**src/rtl/ftm_trigger_ctrl.sv**
```systemverilog
// Fabric-side FTM trigger controller: queued F2P 4-phase handshakes
// with phase timeout, and P2F trigger to valid/ready conversion.
module ftm_trigger_ctrl #(
  parameter int SYNC_STAGES    = 2,
  parameter int TIMEOUT_CYCLES = 1024,
  parameter int PEND_W         = 4
) (
  input  logic                clk,
  input  logic                rst,
  input  logic [3:0]          trig_req,
  output logic [3:0]          f2p_busy,
  output logic [4*PEND_W-1:0] f2p_pending,
  output logic [3:0]          F2PTRIG,
  input  logic [3:0]          F2PTRIGACK,
  input  logic [3:0]          P2FTRIG,
  output logic [3:0]          P2FTRIGACK,
  output logic [3:0]          p2f_valid,
  input  logic [3:0]          p2f_ready,
  input  logic                err_clr,
  output logic [3:0]          f2p_timeout,
  output logic [3:0]          f2p_overflow
);

  typedef enum logic [1:0] {
    F_IDLE, F_ASSERT, F_RELEASE
  } f_state_e;

  typedef enum logic [1:0] {
    P_WAIT_HI, P_OFFER, P_ACKED
  } p_state_e;

  localparam int TW =
    (TIMEOUT_CYCLES > 1) ? $clog2(TIMEOUT_CYCLES) : 1;
  localparam logic [TW-1:0] TLIM =
    TW'((TIMEOUT_CYCLES > 0) ? TIMEOUT_CYCLES - 1 : 0);
  localparam bit TO_EN = (TIMEOUT_CYCLES > 0);
  localparam logic [PEND_W-1:0] PMAX = '1;

  logic [SYNC_STAGES-1:0][3:0] ack_sq;
  logic [SYNC_STAGES-1:0][3:0] trg_sq;
  logic [3:0] ack_s;
  logic [3:0] trg_s;

  always_ff @(posedge clk) begin
    if (rst) begin
      ack_sq <= '0;
      trg_sq <= '0;
    end else begin
      ack_sq <= {ack_sq[SYNC_STAGES-2:0], F2PTRIGACK};
      trg_sq <= {trg_sq[SYNC_STAGES-2:0], P2FTRIG};
    end
  end

  assign ack_s = ack_sq[SYNC_STAGES-1];
  assign trg_s = trg_sq[SYNC_STAGES-1];

  for (genvar n = 0; n < 4; n++) begin : g_ch
    f_state_e          fst_q;
    p_state_e          pst_q;
    logic [TW-1:0]     tmr_q;
    logic [PEND_W-1:0] pend_q;
    logic [PEND_W-1:0] pend_d;
    logic              go;
    logic              ovf;
    logic              tmo;
    logic              trig_q;
    logic              to_q;
    logic              ov_q;
    logic              val_q;
    logic              pack_q;

    // A request in IDLE launches directly; it never touches the queue.
    always_comb begin
      go     = (fst_q == F_IDLE) && ((pend_q != '0) || trig_req[n]);
      ovf    = trig_req[n] && !go && (pend_q == PMAX);
      tmo    = TO_EN && (tmr_q == TLIM);
      pend_d = pend_q;
      if (trig_req[n] && !go && !ovf)
        pend_d = pend_q + 1'b1;
      else if (!trig_req[n] && go)
        pend_d = pend_q - 1'b1;
    end

    always_ff @(posedge clk) begin
      if (rst) begin
        fst_q  <= F_IDLE;
        tmr_q  <= '0;
        pend_q <= '0;
        trig_q <= 1'b0;
        to_q   <= 1'b0;
        ov_q   <= 1'b0;
      end else begin
        pend_q <= pend_d;
        if (err_clr) begin
          to_q <= 1'b0;
          ov_q <= 1'b0;
        end
        if (ovf)
          ov_q <= 1'b1;
        unique case (fst_q)
          F_IDLE: begin
            if (go) begin
              fst_q  <= F_ASSERT;
              tmr_q  <= '0;
              trig_q <= 1'b1;
            end
          end
          F_ASSERT: begin
            if (ack_s[n] || tmo) begin
              fst_q  <= F_RELEASE;
              tmr_q  <= '0;
              trig_q <= 1'b0;
              if (!ack_s[n])
                to_q <= 1'b1;
            end else begin
              tmr_q <= tmr_q + 1'b1;
            end
          end
          F_RELEASE: begin
            if (!ack_s[n] || tmo) begin
              fst_q <= F_IDLE;
              if (ack_s[n])
                to_q <= 1'b1;
            end else begin
              tmr_q <= tmr_q + 1'b1;
            end
          end
          default: begin
            fst_q  <= F_IDLE;
            trig_q <= 1'b0;
          end
        endcase
      end
    end

    always_ff @(posedge clk) begin
      if (rst) begin
        pst_q  <= P_WAIT_HI;
        val_q  <= 1'b0;
        pack_q <= 1'b0;
      end else begin
        unique case (pst_q)
          P_WAIT_HI: begin
            if (trg_s[n]) begin
              pst_q <= P_OFFER;
              val_q <= 1'b1;
            end
          end
          P_OFFER: begin
            if (p2f_ready[n]) begin
              pst_q  <= P_ACKED;
              val_q  <= 1'b0;
              pack_q <= 1'b1;
            end
          end
          P_ACKED: begin
            if (!trg_s[n]) begin
              pst_q  <= P_WAIT_HI;
              pack_q <= 1'b0;
            end
          end
          default: begin
            pst_q  <= P_WAIT_HI;
            val_q  <= 1'b0;
            pack_q <= 1'b0;
          end
        endcase
      end
    end

    assign F2PTRIG[n]      = trig_q;
    assign f2p_timeout[n]  = to_q;
    assign f2p_overflow[n] = ov_q;
    assign f2p_busy[n]     = (fst_q != F_IDLE) || (pend_q != '0);
    assign p2f_valid[n]    = val_q;
    assign P2FTRIGACK[n]   = pack_q;
    assign f2p_pending[n*PEND_W +: PEND_W] = pend_q;
  end

endmodule

```
**config.mk**
```make
export PLATFORM = sky130hd
export DESIGN_NAME = ftm_trigger_ctrl
export DESIGN_NICKNAME = d
export VERILOG_FILES = /design/src/rtl/ftm_trigger_ctrl.sv
export SDC_FILE = /design/constraint.sdc
export NUM_CORES = 1
export LEC_CHECK = 0
export CAP_MARGIN = 20
export CORE_AREA = 5 5 107 149
export DETAILED_ROUTE_END_ITERATION = 6
export DIE_AREA = 0 0 112 154
export PLACE_DENSITY_LB_ADDON = 0.2
export SYNTH_ARGS = -nofsm -noshare
export SYNTH_HDL_FRONTEND = slang
export SYNTH_SLANG_ARGS = --single-unit
```
**constraint.sdc**
```tcl
create_clock -name clk -period 2.43 [get_ports clk]
set_clock_uncertainty 0.1 [all_clocks]
set_input_delay 0.243 -clock clk [delete_from_list [all_inputs] [get_ports clk]]
set_output_delay 0.243 -clock clk [all_outputs]
set_load 0.02 [all_outputs]
```
==> metrics <==
post-synthesis cell count 614; status finished, final reports clean; CTS Root Cell clkbuf_16; CTS tree yes; final wirelength 11700 microns; first drt pass iteration count 4; Leakage Power 2.53 nW; clock buffer depth 2; post-synthesis cell type count 63; Hold Fails Final Rpt 0; CP required 2580 ps; DIE AREA 17200 sq um; number of flops mapped to enable cells by yosys 0; DR iter-0 viols 202; final setup fails 0; sequential area share after synthesis 0.386; total CTS buffers 9; ratio of cells with drive above 1 in the final layout 0.106; port buffer count 58; Critical-path top delay cell dfxtp_1; crit share post-route 0.937; starting density of the core 0.390; Placeable Area 14400 sq um; Layout area overhead 19.5%; ys async rst share 0; # IOs 59; startpoint types flip-flop; Power per Cell Area 1090 nW/um^2; nets 724; hpwl dp 8970 microns; Slew Limit Fails 0; Avg WL per Cell 13.5 microns; # rows 52; initial antenna violation count 0; critical path's top delay family adder cells; synth warn 0; Synth Flop Type dfxtp_1; post-CTS repair timing setup buffer count 0; CTS Sinks 108; via count 4454; Peak Freq 439 MHz; Final GP Congestion 0.814; arrival time at the worst endpoint 2420 ps; Post-DRT Antenna Nets 0; RSZ-0062 raised after global routing false; GRT Residual Overflow 0; Crit Path Class reg2reg; Post-CTS Resized 0; worst vdd ir 507 uV; crit path buf inv count 1; most frequent cells in the layout dfxtp_1, nor2_1, clkdlybuf4s50_1, a21oi_1, nand2_1; Hold Path Class in2reg; Die W 112 microns; clock slew at reported path FFs 70 ps; Final Total Pwr 7.29 mW; Residual DRC 0; CP endpoint kind flip-flop; Crit path top cell by count ha_1; CP Cell Sequence inv_1, ha_1, nand3b_1, ha_1, a21o_1, a21oi_1, mux2i_1, xnor2_1, nor2_1; Max H-tree Level 3; most common cell after layout, fill and taps aside dfxtp_1; vias in the first global route 4437; pin count of the biggest net entering global routing 21; syn nets 664; GRT Util Overall 0.139; Slew headroom 0.698; mean post-synth cell area 9.13 sq um; Tmin final 2280 ps; Netlist Area Pre-Place 5610 sq um; flops & latches, synth 108; Chip Height 154 microns; clock latency on the worst-skew pair 350 ps; setup_tns 0 ps; CP max stage delay 380 ps; max_cap viols 0; Worst-Margin Slew 453 ps; CP max FO 5; first-pass GRT wire length 20300 microns; diode count 0; CTS Hold Bufs 0; vias per std cell 5.13
-- synthesized netlist by cell type, types with 5 or more instances --
master	instances	area, sq um
dfxtp_1	108	2160
a211oi_1	7	52.6
inv_1	17	63.8
nand3_1	17	85.1
nand2b_1	16	100
nand2_1	37	139
nand4_1	20	125
and4_1	6	52.6
nor2b_1	25	156
nor4_1	7	43.8
buf_4	21	158
a21oi_1	38	190
nor2_1	71	267
xnor2_1	22	193
nand3b_1	13	97.6
ha_1	27	338
and3_1	7	43.8
or3_1	6	37.5
clkbuf_1	10	37.5
nor3_1	13	65.1
mux2i_1	15	150
a21o_1	10	75.1
o21ai_0	12	60.1
xor2_1	17	149
a31oi_1	5	31.3
-- worst reg2reg max path, stage by stage (launching register included) --
cell and delay [ps]:
dfxtp_1 380, inv_1 90, ha_1 210, nand3b_1 270
ha_1 340, a21o_1 170, a21oi_1 170, mux2i_1 240
xnor2_1 140, nor2_1 50
-- routing by layer --
metal  up-vias  global-route usage  routed length [microns]  share of wire
met2        68               0.244                     5900           0.50
met1      2085               0.167                     5200           0.44
li1       2284                   -                        -              -
met3        17              0.0263                      373          0.032
met5         -                   0                        0              0
met4         0              0.0561                      249          0.021
-- area by class of cell --
type	instances	area (sq um)
Clock buffer	9	225
Clock inverter	7	82.6
Fill cell	1390	7680
Inverter	17	63.8
Multi-Input combinational cell	454	3160
Sequential cell	108	2160
Tap cell	189	236
Timing Repair Buffer	84	771
-- kinds of logic after synthesis --
family	share of synthesized area
AND/OR/NAND/NOR	0.275
flip-flops	0.386
AO/OA/AOI/OAI	0.127
buffers and inverters	0.0507
XOR/XNOR	0.0609
adder cells (fa/ha/maj)	0.0745
multiplexers	0.0268
-- where the power goes --
group | switching (mW) | internal, mW | leakage [nW]
combinational | 1.85 | 1.64 | 1.50
sequential | 0.260 | 2.01 | 0.881
clock | 0.699 | 0.818 | 0.150
-- through the flow --
step	cell area, sq um	hold slack [ps]	utilization	instances	setup slack (ps)
detailed placement	6390	323	0.445	852	170
CTS	6700	201	0.466	868	167
global route	6700	228	0.466	868	18.5
floorplan	5610	260	-	614	280
finish	6700	202	0.466	868	152
global placement	6390	319	0.445	852	215
-- path summary, 6_finish.rpt --
| check | cells past startpoint | endpoint | slack, ps | start |
|---|---|---|---|---|
| max | 9 | g_ch[2].pend_q[3] | 150 | g_ch[2].fst_q[0] |
| min | 2 | g_ch[2].val_q | 200 | rst |
| max reg2reg | 9 | g_ch[2].pend_q[3] | 150 | g_ch[2].fst_q[0] |
| min reg2reg | 1 | ack_s[0] | 340 | ack_sq[0] |
-- flip-flops by register name (all words and copies together) (netlist names) --
register,cells
g_ch.to_q,4
g_ch.pack_q,4
g_ch.pst_q,8
g_ch.val_q,4
g_ch.fst_q,8
trg_sq,4
g_ch.trig_q,4
g_ch.ov_q,4
g_ch.tmr_q,40
trg_s,4
ack_sq,4
ack_s,4
g_ch.pend_q,16
No activity file was read; power rests on OpenSTA's default activity.
